==> config.mk <==
export PLATFORM = sky130hd
export DESIGN_NAME = clock_time_reporter
export DESIGN_NICKNAME = d
export VERILOG_FILES = /design/src/rtl/clock_report_pkg.sv /design/src/rtl/clock_bin2ascii.sv /design/src/rtl/clock_time_reporter.sv
export SDC_FILE = /design/constraint.sdc
export NUM_CORES = 1
export LEC_CHECK = 0
export BUFFER_PORTS_ARGS = -buffer_cell sky130_fd_sc_hd__buf_2
export CAP_MARGIN = 30
export CORE_ASPECT_RATIO = 1.75
export CORE_MARGIN = 1
export CORE_UTILIZATION = 58
export DETAILED_ROUTE_END_ITERATION = 8
export PLACE_DENSITY = 0.85
export SLEW_MARGIN = 20
export SYNTH_ARGS = -nofsm -noshare
export SYNTH_HDL_FRONTEND = slang
export SYNTH_SLANG_ARGS = --single-unit
==> constraint.sdc <==
create_clock -name clk -period 4.8 [get_ports clk]
set_input_delay 0.96 -clock clk [delete_from_list [all_inputs] [get_ports clk]]
set_output_delay 0.96 -clock clk [all_outputs]
set_load 0.02 [all_outputs]
==> src/rtl/clock_report_pkg.sv <==
`default_nettype none
// ============================================================================
// Module      : clock_report_pkg
// Description : Shared ASCII constants, frame lengths and FSM state encoding
//               for the clock time reporter.
// Revision    : 1.0 - initial release
// ============================================================================
package clock_report_pkg;

  // ASCII characters used in the time frame
  localparam logic [7:0] ASCII_COLON = 8'h3A;
  localparam logic [7:0] ASCII_DOT   = 8'h2E;
  localparam logic [7:0] ASCII_CR    = 8'h0D;
  localparam logic [7:0] ASCII_LF    = 8'h0A;
  localparam logic [7:0] ASCII_ZERO  = 8'h30;

  // Frame lengths in bytes, with and without the centiseconds field
  localparam int FRAME_LEN_MSEC    = 13;
  localparam int FRAME_LEN_NO_MSEC = 10;

  // Byte index width: enough to count up to 13
  localparam int IDX_W = 4;

  // ST_LOAD gives one cycle between request acceptance and the first SEND
  // evaluation, so the first strobe lands two cycles after the request edge.
  typedef enum logic [2:0] {
    ST_IDLE      = 3'd0,
    ST_LOAD      = 3'd1,
    ST_SEND      = 3'd2,
    ST_WAIT_ACK  = 3'd3,
    ST_WAIT_DONE = 3'd4
  } state_t;

  // Clamp a 0..127 value to at most 99 so it fits two decimal digits
  function automatic logic [6:0] sat99(input logic [6:0] v);
    return (v > 7'd99) ? 7'd99 : v;
  endfunction

endpackage
`default_nettype wire

==> src/rtl/clock_bin2ascii.sv <==
`default_nettype none
// ============================================================================
// Module      : clock_bin2ascii
// Description : Combinational binary (0..127) to two ASCII decimal digits,
//               saturating at "99".
// Revision    : 1.0 - initial release
// ============================================================================
module clock_bin2ascii
  import clock_report_pkg::*;
(
  input  logic [6:0] bin,
  output logic [7:0] tens,
  output logic [7:0] ones
);

  logic [6:0] sat;
  logic [3:0] tens_dig;
  logic [3:0] ones_dig;

  // Saturate first so both digits stay within 0..9
  assign sat      = sat99(bin);
  assign tens_dig = 4'(sat / 7'd10);
  assign ones_dig = 4'(sat % 7'd10);

  assign tens = ASCII_ZERO + {4'd0, tens_dig};
  assign ones = ASCII_ZERO + {4'd0, ones_dig};

endmodule
`default_nettype wire

==> src/rtl/clock_time_reporter.sv <==
`default_nettype none
// ============================================================================
// Module      : clock_time_reporter
// Description : On request, snapshots hour/min/sec/centisec and streams the
//               ASCII frame "HH:MM:SS[.CC]\r\n" to a UART transmitter using
//               a start/busy handshake.
// Revision    : 1.0 - initial release
// ============================================================================
module clock_time_reporter
  import clock_report_pkg::*;
#(
  parameter int SEND_MSEC = 1
) (
  input  logic       clk,
  input  logic       rst,
  input  logic       i_req,
  input  logic [4:0] hour,
  input  logic [5:0] min,
  input  logic [5:0] sec,
  input  logic [6:0] msec,
  input  logic       tx_busy,
  output logic       tx_start,
  output logic [7:0] tx_data,
  output logic       o_busy,
  output logic       o_done
);

  localparam logic [IDX_W-1:0] LAST_IDX = (SEND_MSEC != 0) ?
                                          IDX_W'(FRAME_LEN_MSEC - 1) :
                                          IDX_W'(FRAME_LEN_NO_MSEC - 1);

  state_t           state;
  logic [IDX_W-1:0] idx;
  logic [4:0]       snap_hour;
  logic [5:0]       snap_min;
  logic [5:0]       snap_sec;
  logic [6:0]       snap_msec;

  logic [7:0] hour_t, hour_o;
  logic [7:0] min_t,  min_o;
  logic [7:0] sec_t,  sec_o;
  logic [7:0] msec_t, msec_o;
  logic [7:0] cur_byte;

  clock_bin2ascii u_hour (.bin({2'b00, snap_hour}), .tens(hour_t), .ones(hour_o));
  clock_bin2ascii u_min  (.bin({1'b0,  snap_min}),  .tens(min_t),  .ones(min_o));
  clock_bin2ascii u_sec  (.bin({1'b0,  snap_sec}),  .tens(sec_t),  .ones(sec_o));
  clock_bin2ascii u_msec (.bin(snap_msec),          .tens(msec_t), .ones(msec_o));

  // Select the frame byte at the current index; positions 8/9 depend on
  // whether the centiseconds field is present.
  always_comb begin
    cur_byte = 8'h00;
    case (idx)
      4'd0:    cur_byte = hour_t;
      4'd1:    cur_byte = hour_o;
      4'd2:    cur_byte = ASCII_COLON;
      4'd3:    cur_byte = min_t;
      4'd4:    cur_byte = min_o;
      4'd5:    cur_byte = ASCII_COLON;
      4'd6:    cur_byte = sec_t;
      4'd7:    cur_byte = sec_o;
      4'd8:    cur_byte = (SEND_MSEC != 0) ? ASCII_DOT : ASCII_CR;
      4'd9:    cur_byte = (SEND_MSEC != 0) ? msec_t    : ASCII_LF;
      4'd10:   cur_byte = msec_o;
      4'd11:   cur_byte = ASCII_CR;
      4'd12:   cur_byte = ASCII_LF;
      default: cur_byte = 8'h00;
    endcase
  end

  // Frame sequencer: snapshot on request, then one strobe per byte, each
  // gated by the transmitter's busy rise and fall.
  always_ff @(posedge clk or negedge rst) begin
    if (!rst) begin
      state     <= ST_IDLE;
      idx       <= '0;
      snap_hour <= '0;
      snap_min  <= '0;
      snap_sec  <= '0;
      snap_msec <= '0;
      tx_start  <= 1'b0;
      tx_data   <= 8'h00;
      o_busy    <= 1'b0;
      o_done    <= 1'b0;
    end else begin
      tx_start <= 1'b0;
      o_done   <= 1'b0;
      case (state)
        ST_IDLE: begin
          if (i_req) begin
            snap_hour <= hour;
            snap_min  <= min;
            snap_sec  <= sec;
            snap_msec <= msec;
            idx       <= '0;
            o_busy    <= 1'b1;
            state     <= ST_LOAD;
          end
        end
        ST_LOAD: begin
          state <= ST_SEND;
        end
        ST_SEND: begin
          if (!tx_busy) begin
            tx_start <= 1'b1;
            tx_data  <= cur_byte;
            state    <= ST_WAIT_ACK;
          end
        end
        ST_WAIT_ACK: begin
          if (tx_busy) begin
            state <= ST_WAIT_DONE;
          end
        end
        ST_WAIT_DONE: begin
          if (!tx_busy) begin
            if (idx == LAST_IDX) begin
              o_done <= 1'b1;
              o_busy <= 1'b0;
              state  <= ST_IDLE;
            end else begin
              idx   <= idx + IDX_W'(1);
              state <= ST_SEND;
            end
          end
        end
        default: begin
          state <= ST_IDLE;
        end
      endcase
    end
  end

endmodule
`default_nettype wire

==> impl_metrics.ini, run 1 <==
[status]
status = finished, final reports clean

[clock_tree]
clock-sinks = 40
hold_buffers = 0
cts_tree = done
cts_root_buffer = clkbuf_8
cts-buffers-inserted = 5
cts_resized = 0
clock_latency_ns = 0.29
clkTransAtPathRegs_ns = 0.08
postCtsSetupBuffers = 0
clock_path_buffers = 2
htreeDepth = 2

[route]
ant_nets = 0
drc = 0
wire_per_inst_um = 16.9
wl_um = 6480
drt_iter0_markers = 88
viasPerCell = 6.56
num_vias = 2519
drt-pass1-iter-count = 5

[power]
p_per_area_nw_per_um2 = 625
max-vdd-ir-drop_v = 0.000401
p_leak_nw = 1.36
p_total_mw = 1.97

[sta]
fin_ws_ns = 0.566
fin_crit_sh_pct = 88.2
max_freq_mhz = 236
worst_pin_slew_ns = 0.723
fin_crit_ns = 4.23
slew_viol_final = 0
final-setup-viol-count = 0
fin_skew_ns = 0.00683
max_slew_margin_pct = 51.8
timing.setup.tns_ns = 0
rsz0062_at_grt = no
hold_viol = 0

[logic_synthesis]
async_flop_share_pct = 100
netlist_area_um2 = 2820
synth_compound_area_share_pct = 24.7
synth-simple-area-share_pct = 19.4
syn_area_per_cell_um2 = 9.32
synth_xor_area_share_pct = 0.933
synthCells = 302
yosys.cell_types.count = 58
ys_ff_latch = 40
synthMuxAreaShare_pct = 11.8
synth_top_family_by_area = compound AO/OA/AOI/OAI gates
yosysWarnings = 0
synthAdderAreaFrac_pct = 3.11
synth_edf_count = 0
synthFlopType = dfrtp_1
yosysSeqAreaShare_pct = 35.6

[die]
initial_core_util_pct = 60.3
ios = 39
die-area_um2 = 5150
num_rows = 33
die_width_um = 54.7
dieHeight_um = 94.2
fp.coreArea_um2 = 4670

[hold_path]
min_path_type = reg -> reg

[worst_setup_path]
worstSetupEndpointType = register
crit_arrival_ns = 4.44
worstPathMaxFanout = 15
critical_path_class = reg -> reg
cp-start-kind = register
critical_path_required_ns = 5.01

[place]
hpwl_um = 4850
place_congestion = 1.08
port_buffers = 36
pre_cts_slack_ns = 0.644

[global_routing]
grt_use_total_pct = 28.3
grt_pass1_wl_um = 10800
antenna_found_initial = 0
grt-ovfl-total = 0
grt_max_degree = 41
grt_pass1_vias = 2437

[run]
cap_violations = 0

[final_layout]
layout_common_cells = 40 x dfrtp_1, 36 x buf_2, 26 x nor2_1, 25 x mux2_2, 18 x a21oi_1
drive_above_1_share_pct = 25.3
layout_commonest_cell = dfrtp_1
nNetsFinal = 367
diodes = 0
syn2layout_area_growth_pct = 12.2
-- cells by family after synthesis --
logic type      count (synthesis)
flops                          40
other cells                     1
simple gates                  102
mux                            30
buf+inv                        26
compound gates                 93
fa+ha+maj                       7
xor+xnor                        3
-- power by group --
part	switching (mW)	total, mW	internal (mW)
clock network	0.115	0.320	0.205
logic	0.555	1.02	0.462
registers	0.160	0.638	0.478
total	0.830	1.97	1.15
-- cell usage after synthesis, types with 3 or more instances --
cell type	n	area share [%]
nand3_1	15	2.7
mux2_2	25	10
clkbuf_1	9	1.2
nand2b_1	10	2.2
nor2b_1	5	1.1
nand3b_1	5	1.3
dfrtp_1	40	36
a221o_1	4	1.4
a21boi_0	3	0.80
mux2i_1	5	1.8
o31ai_1	3	0.80
buf_2	4	0.71
and3_1	4	0.89
a22oi_1	11	2.9
ha_1	7	3.1
nand2_1	17	2.3
o21ai_0	15	2.7
a32oi_1	3	0.93
a31oi_1	5	1.1
nor3_1	6	1.1
a22o_1	4	1.2
o221ai_1	3	0.93
nor2_1	27	3.6
a21oi_1	18	3.2
inv_1	7	0.93
o21ai_1	4	0.71
-- through the flow --
step | instances | instance area [um2] | hold slack, ns | utilization, %
2_1_floorplan | 303 | 2820 | 0.472 | -
3_3_place_gp | 376 | 3000 | 0.471 | 64.3
4_1_cts | 383 | 3130 | 0.492 | 67.1
5_1_grt | 384 | 3160 | 0.513 | 67.7
3_5_place_dp | 376 | 3000 | 0.474 | 64.4
6_report | 384 | 3160 | 0.487 | 67.7
-- cell type report --
type,instances,area (um2)
clock buffers,5,68.8
clock inverters,2,60.1
fillers,380,1510
inverters,7,26.3
flip-flops and latches,40,1000
well taps,52,65.1
repair buffers,41,238
multi-input cells,237,1700
-- worst paths after layout --
kind / cells past startpoint / slack [ns] / from / end
max: 20 / 0.57 / idx[0] / tx_data[2]
min: 1 / 0.49 / tx_data[5] / tx_data[5]
max reg2reg: 20 / 0.57 / idx[0] / tx_data[2]
min reg2reg: 1 / 0.49 / tx_data[5] / tx_data[5]
max in group asynchronous: 2 / 3.73 / rst / snap_sec[4]
min in group asynchronous: 1 / 0.60 / rst / tx_data[5]
-- flip-flops by register name (all words and copies together) (netlist names) --
register   flops
o_done         1
state          3
snap_sec       6
snap_min       6
snap_hour      5
o_busy         1
idx            4
tx_start       1
tx_data        6
snap_msec      7
-- per-layer routing --
layer  GRT usage, %  wire length (um)
met3           3.40               275
met1           32.7              2450
met2           48.2              3470
met5              0                 0
met4           14.5               286
-- worst max-delay path: stages, from the launching register on --
cell and delay [ns]:
dfrtp_1 0.43, inv_1 0.14, ha_1 0.52, or2_4 0.25
a21oi_4 0.10, a221oi_4 0.47, and2_1 0.24, nand2_1 0.07
nand2_1 0.08, a21oi_1 0.05, ha_1 0.23, nand3_1 0.13
o2bb2ai_1 0.13, nand3_1 0.13, xnor2_1 0.23, inv_1 0.07
ha_1 0.30, nand2b_1 0.17, o22ai_1 0.14, a21oi_1 0.06
o31ai_1 0.21
Power figures use the tool's default switching activity.
==> run 2, diff against run 1 <==
--- a/config.mk
+++ b/config.mk
@@ -9,9 +9,9 @@
 export CAP_MARGIN = 30
 export CORE_ASPECT_RATIO = 1.75
 export CORE_MARGIN = 1
-export CORE_UTILIZATION = 58
+export CORE_UTILIZATION = 52
 export DETAILED_ROUTE_END_ITERATION = 8
-export PLACE_DENSITY = 0.85
+export PLACE_DENSITY = 0.81
 export SLEW_MARGIN = 20
 export SYNTH_ARGS = -nofsm -noshare
 export SYNTH_HDL_FRONTEND = slang
==> constraint.sdc (replaced) <==
create_clock -name clk -period 3.5 [get_ports clk]
set_input_delay 0.7 -clock clk [delete_from_list [all_inputs] [get_ports clk]]
set_output_delay 0.7 -clock clk [all_outputs]
set_load 0.02 [all_outputs]
==> run 2 against run 1 <==
Against the previous run: clock skew increased by 0.0012 ns; sequential power increased by 36%; flip-flop and latch count unchanged; final cell count increased by 8.3%; die area increased by 11%; the flow now finishes with violations (design-rule violations); critical path depth decreased by 1.
==> impl_metrics.ini, run 2 (same netlist as run 1, synthesis figures left out) <==
[global_routing]
antenna_found_initial = 0
grt_use_total_pct = 26.6
grt_max_degree = 41
grt_pass1_wl_um = 11800
grt-ovfl-total = 0
grt_pass1_vias = 2544

[sta]
hold_viol = 0
fin_crit_ns = 3.49
max_slew_margin_pct = 54.4
fin_skew_ns = 0.00802
rsz0062_at_grt = yes
max_freq_mhz = 286
fin_crit_sh_pct = 99.8
worst_pin_slew_ns = 0.684
final-setup-viol-count = 0
slew_viol_final = 0

[route]
ant_nets = 0
num_vias = 2586
drt_iter0_markers = 126
drc = 1
drt-pass1-iter-count = 6
viasPerCell = 6.22
wl_um = 7250
wire_per_inst_um = 17.4

[final_layout]
multi_input_area_um2 = 1810
diodes = 0
syn2layout_area_growth_pct = 23.5
nNetsFinal = 395
drive_above_1_share_pct = 37.7
regArea_um2 = 1000
layout_commonest_cell = dfrtp_1
final_cells = 416
layout_common_cells = 40 x dfrtp_1, 36 x buf_2, 31 x buf_4, 25 x mux2_2, 24 x nor2_1
largest_reg_flops = 7
top_register = snap_msec
fillers = 415

[worst_setup_path]
crit_arrival_ns = 3.70
path_delay_family = simple AND/OR/NAND/NOR gates
critical_path_class = reg -> reg
max_stage_delay_ns = 0.44
critPathSlowestCell = dfrtp_1
critical_path_required_ns = 3.71
path_cells = inv_2, ha_2, or2_4, a21oi_4, a221oi_4, or3_4, nand2_4, a21oi_4, ha_2, nand3_2, o2bb2ai_2, nand3_2, xnor2_2, inv_1, ha_4, nand2b_1, o22ai_2, a21oi_2, o31ai_1
cp-start-kind = register
crit_buf_inv = 2
worstPathMaxFanout = 4
worstSetupEndpointType = register

[clock_tree]
clock-sinks = 40
cts_root_buffer = clkbuf_8
htreeDepth = 2
clock_path_buffers = 2
clkTransAtPathRegs_ns = 0.08
cts_tree = done
hold_buffers = 0
cts-buffers-inserted = 5
clock_latency_ns = 0.30

[place]
place_inst = 398
place_congestion = 1.01
port_buffers = 36
hpwl_um = 5260

[status]
violations = design-rule violations
status = finished, violations left

[die]
initial_core_util_pct = 53.6
fp.coreArea_um2 = 5260
dieHeight_um = 99.3
num_rows = 35
die_width_um = 57.6
die-area_um2 = 5720
ios = 39

[run]
cap_violations = 0

[power]
p_leak_nw = 1.50
p_per_area_nw_per_um2 = 875
max-vdd-ir-drop_v = 0.000520
p_total_mw = 3.04

[hold_path]
min_path_type = in -> async
run 2: cell count changes in the layout (fill, tap and decap cells not counted), moves of 3 or more:
| cell | previous run | this run |
|---|---|---|
| ha_1 | 7 | 2 |
| ha_2 | 0 | 3 |
| a22oi_1 | 11 | 8 |
| buf_4 | 4 | 31 |
| nor2_2 | 0 | 3 |
| a22oi_2 | 0 | 3 |
| a21oi_1 | 18 | 15 |
run 2: path summary, 6_finish.rpt:
kind                             from          end  slack, ns  cells past startpoint
max in group asynchronous         rst  snap_sec[2]       2.84                      2
max                            idx[0]   tx_data[2]      0.007                     19
min in group clk           tx_data[5]   tx_data[5]       0.50                      1
min                               rst     state[2]       0.22                      1
min reg2reg                tx_data[5]   tx_data[5]       0.50                      1
max reg2reg                    idx[0]   tx_data[2]      0.007                     19
run 2: per-layer routing:
metal / wire length [um] / track usage, %
met4: 241 / 12.2
met1: 2740 / 29.7
met5: 0 / 0
met2: 4070 / 48.7
met3: 188 / 3.25
run 2: power breakdown:
part           internal, mW  leakage (nW)  switching (mW)  total, mW
combinational         0.871         0.954           0.899       1.77
clock                 0.233        0.0614           0.171      0.404
sequential            0.656         0.487           0.212      0.868
total                  1.76          1.50            1.28       3.04
run 2: through the flow:
stage | setup WS [ns] | setup TNS [ns] | util [%] | cell area (um2) | hold WS [ns]
floorplan | 0.00297 | 0 | - | 2820 | 0.404
finish | 0.00662 | 0 | 66.1 | 3480 | 0.224
global route | -0.186 | -0.271 | 66.1 | 3480 | 0.238
detailed placement | -0.166 | -0.166 | 59.9 | 3150 | 0.487
CTS | 0.0147 | 0 | 63.1 | 3320 | 0.510
global placement | 0.0708 | 0 | 59.9 | 3150 | 0.469
run 2: cell type report:
class / count / area share, %
well taps: 55 / 1.98
repair buffers: 69 / 12.8
multi-input cells: 237 / 52.2
clock inverters: 2 / 1.12
inverters: 7 / 0.756
flip-flops and latches: 40 / 28.8
clock buffers: 6 / 2.38
run 2: repair_timing:
| action | 4_1_cts | 5_1_grt |
|---|---|---|
| pin swaps | 3 | 11 |
| cloned | 0 | 0 |
| buffers inserted | 2 | 7 |
| endpoints found under the setup margin | 2 | 3 |
| resized for setup | 10 | 15 |
==> run 3, diff against run 2 <==
--- a/config.mk
+++ b/config.mk
@@ -9,9 +9,9 @@
 export CAP_MARGIN = 30
 export CORE_ASPECT_RATIO = 1.75
 export CORE_MARGIN = 1
-export CORE_UTILIZATION = 52
+export CORE_UTILIZATION = 43
 export DETAILED_ROUTE_END_ITERATION = 8
-export PLACE_DENSITY = 0.81
+export PLACE_DENSITY = 0.7
 export SLEW_MARGIN = 20
 export SYNTH_ARGS = -nofsm -noshare
 export SYNTH_HDL_FRONTEND = slang
==> run 3 against run 2 <==
Against the previous run: the run now ends clean; register-to-register slack improved by 0.20 ns; utilization shrank 11 points; die area grew 20%; final cell count rose by 4.8%; sequential share of layout area increased by 0.17 points; first-iteration DRC count fell by 4.0%; flip-flop and latch count did not move; clock-buffer cell count stayed put.
==> impl_metrics.ini, run 3 (same netlist as run 1, synthesis figures left out) <==
[status]
status = finished, final reports clean

[worst_setup_path]
max_stage_delay_ns = 0.41
path_delay_family = simple AND/OR/NAND/NOR gates
r2r_start = idx[0]
crit_buf_inv = 1
reg2reg_to = tx_data[1]
crit_arrival_ns = 3.48
r2r_cells = 15
critPathSlowestCell = or3_4
cp-start-kind = register
rrSetupSlack_ns = 0.21
worstSetupEndpointType = register
critical_path_required_ns = 3.68
worstPathMaxFanout = 5
critical_path_class = reg -> reg
path_cells = inv_2, ha_4, or2_4, a21oi_4, a221oi_4, or3_4, nand2_2, a21oi_2, ha_2, o2111ai_1, o21ai_2, nor4b_4, o21ai_1, a32oi_1, o211ai_1

[global_routing]
grt_pass1_wl_um = 11300
grt-ovfl-total = 0
grt_max_degree = 41
antenna_found_initial = 0
grt_pass1_vias = 2471
grt_use_total_pct = 21.1

[power]
comb_power_share_pct = 58.2
p_leak_nw = 1.47
cellInternalPower_mw = 1.74
swShare_pct = 41.6
p_clk_share_pct = 12.7
p_per_area_nw_per_um2 = 860
max-vdd-ir-drop_v = 0.000393
seqPwrFrac_pct = 29.2
switching_power_mw = 1.24

[die]
dieHeight_um = 109
fp.coreArea_um2 = 6280
num_rows = 38
die_width_um = 63.2
initial_core_util_pct = 44.9
ios = 39
die-area_um2 = 6890

[final_layout]
nNetsFinal = 390
top_register = snap_msec
largest_reg_flops = 7
syn2layout_area_growth_pct = 22.9
layout_common_cells = 39 x dfrtp_1, 36 x buf_2, 27 x buf_4, 25 x nor2_1, 25 x mux2_2
final_cells = 436
diodes = 0
layout_commonest_cell = dfrtp_1
fin_area_um2 = 3460
drive_above_1_share_pct = 37.4

[clock_tree]
cts_root_buffer = clkbuf_8
clock_path_buffers = 2
hold_buffers = 0
clkTransAtPathRegs_ns = 0.08
clock-sinks = 40
htreeDepth = 2
cts_tree = done
cts-buffers-inserted = 5
clock_latency_ns = 0.30

[route]
num_vias = 2566
ant_nets = 0
drt_iter0_markers = 121
viasPerCell = 5.89
wl_um = 6900
wire_per_inst_um = 15.8
drt-pass1-iter-count = 5
drc = 0

[place]
place_inst = 422
hpwl_um = 5330
place_area_um2 = 3170
place_congestion = 0.946
port_buffers = 36

[sta]
fin_skew_ns = 0.0113
max_slew_margin_pct = 55.9
final-setup-viol-count = 0
slew_viol_final = 0
worst_pin_slew_ns = 0.662
fin_crit_sh_pct = 94.1
hold_viol = 0
fin_crit_ns = 3.29
max_freq_mhz = 304

[hold_path]
min_path_type = in -> async

[run]
cap_violations = 0
[run 3: cell types whose count changed in the layout (fill, tap and decap cells not counted), sizes merged]
cell / change
buf: -5
[run 3: repair_timing]
action                                  4_1_cts  5_1_grt
pin swaps                                     0       11
setup buffers                                 2        3
endpoints found under the setup margin        1        3
gates resized for setup                       1       26
hold endpoints to repair                      0        0
[run 3: worst max path at each step]
stage,start,endpoint,cells after the start
3_3_place_gp,idx[0],tx_data[2],20
6_report,idx[0],tx_data[1],15
2_1_floorplan,idx[0],tx_data[2],19
3_5_place_dp,idx[0],tx_data[2],20
4_1_cts,idx[0],tx_data[2],21
5_1_grt,idx[0],tx_data[2],19
[run 3: area by class of cell]
| class | instances | area, um2 |
|---|---|---|
| Sequential cell | 40 | 1000 |
| Clock buffer | 6 | 72.6 |
| Fill cell | 624 | 2820 |
| Tap cell | 80 | 100 |
| Timing Repair Buffer | 64 | 403 |
| Clock inverter | 2 | 35.0 |
| Inverter | 7 | 26.3 |
| Multi-Input combinational cell | 237 | 1820 |
[run 3: metrics by stage]
step | setup TNS [ns] | util, % | power (mW) | setup WS [ns] | hold slack (ns)
finish | 0 | 55.1 | 2.97 | 0.207 | 0.246
global route | -0.00602 | 55.1 | 3.19 | -0.00602 | 0.255
CTS | 0 | 52.5 | 2.77 | 0.0118 | 0.498
detailed placement | -0.0212 | 50.6 | 2.37 | -0.0212 | 0.480
global placement | 0 | 50.6 | 2.34 | 0.0966 | 0.467
floorplan | 0 | - | 1.92 | 0.00297 | 0.404
[run 3: routing by layer]
| layer | vias up | wire (um) | GRT usage, % |
|---|---|---|---|
| met3 | 27 | 180 | 3.66 |
| met2 | 57 | 3780 | 38.8 |
| met5 | - | 0 | 0 |
| met4 | 0 | 347 | 13.3 |
| met1 | 1251 | 2590 | 21.8 |
| li1 | 1231 | - | - |
[run 3: power groups by stage]
stage	sequential [mW]	combinational (mW)	clock (mW)
detailed placement	0.867	1.51	0
CTS	0.857	1.53	0.386
global placement	0.861	1.47	0
finish	0.868	1.73	0.376
global route	0.898	1.89	0.406
floorplan	0.822	1.10	0
[run 3: worst reg2reg max path, cell delays in order, from the launching register on]
cell and delay [ns]:
dfrtp_1 0.40, inv_2 0.09, ha_4 0.18, or2_4 0.28, a21oi_4 0.18, a221oi_4 0.09
or3_4 0.41, nand2_2 0.07, a21oi_2 0.04, ha_2 0.29, o2111ai_1 0.24, o21ai_2 0.10
nor4b_4 0.40, o21ai_1 0.10, a32oi_1 0.20, o211ai_1 0.11
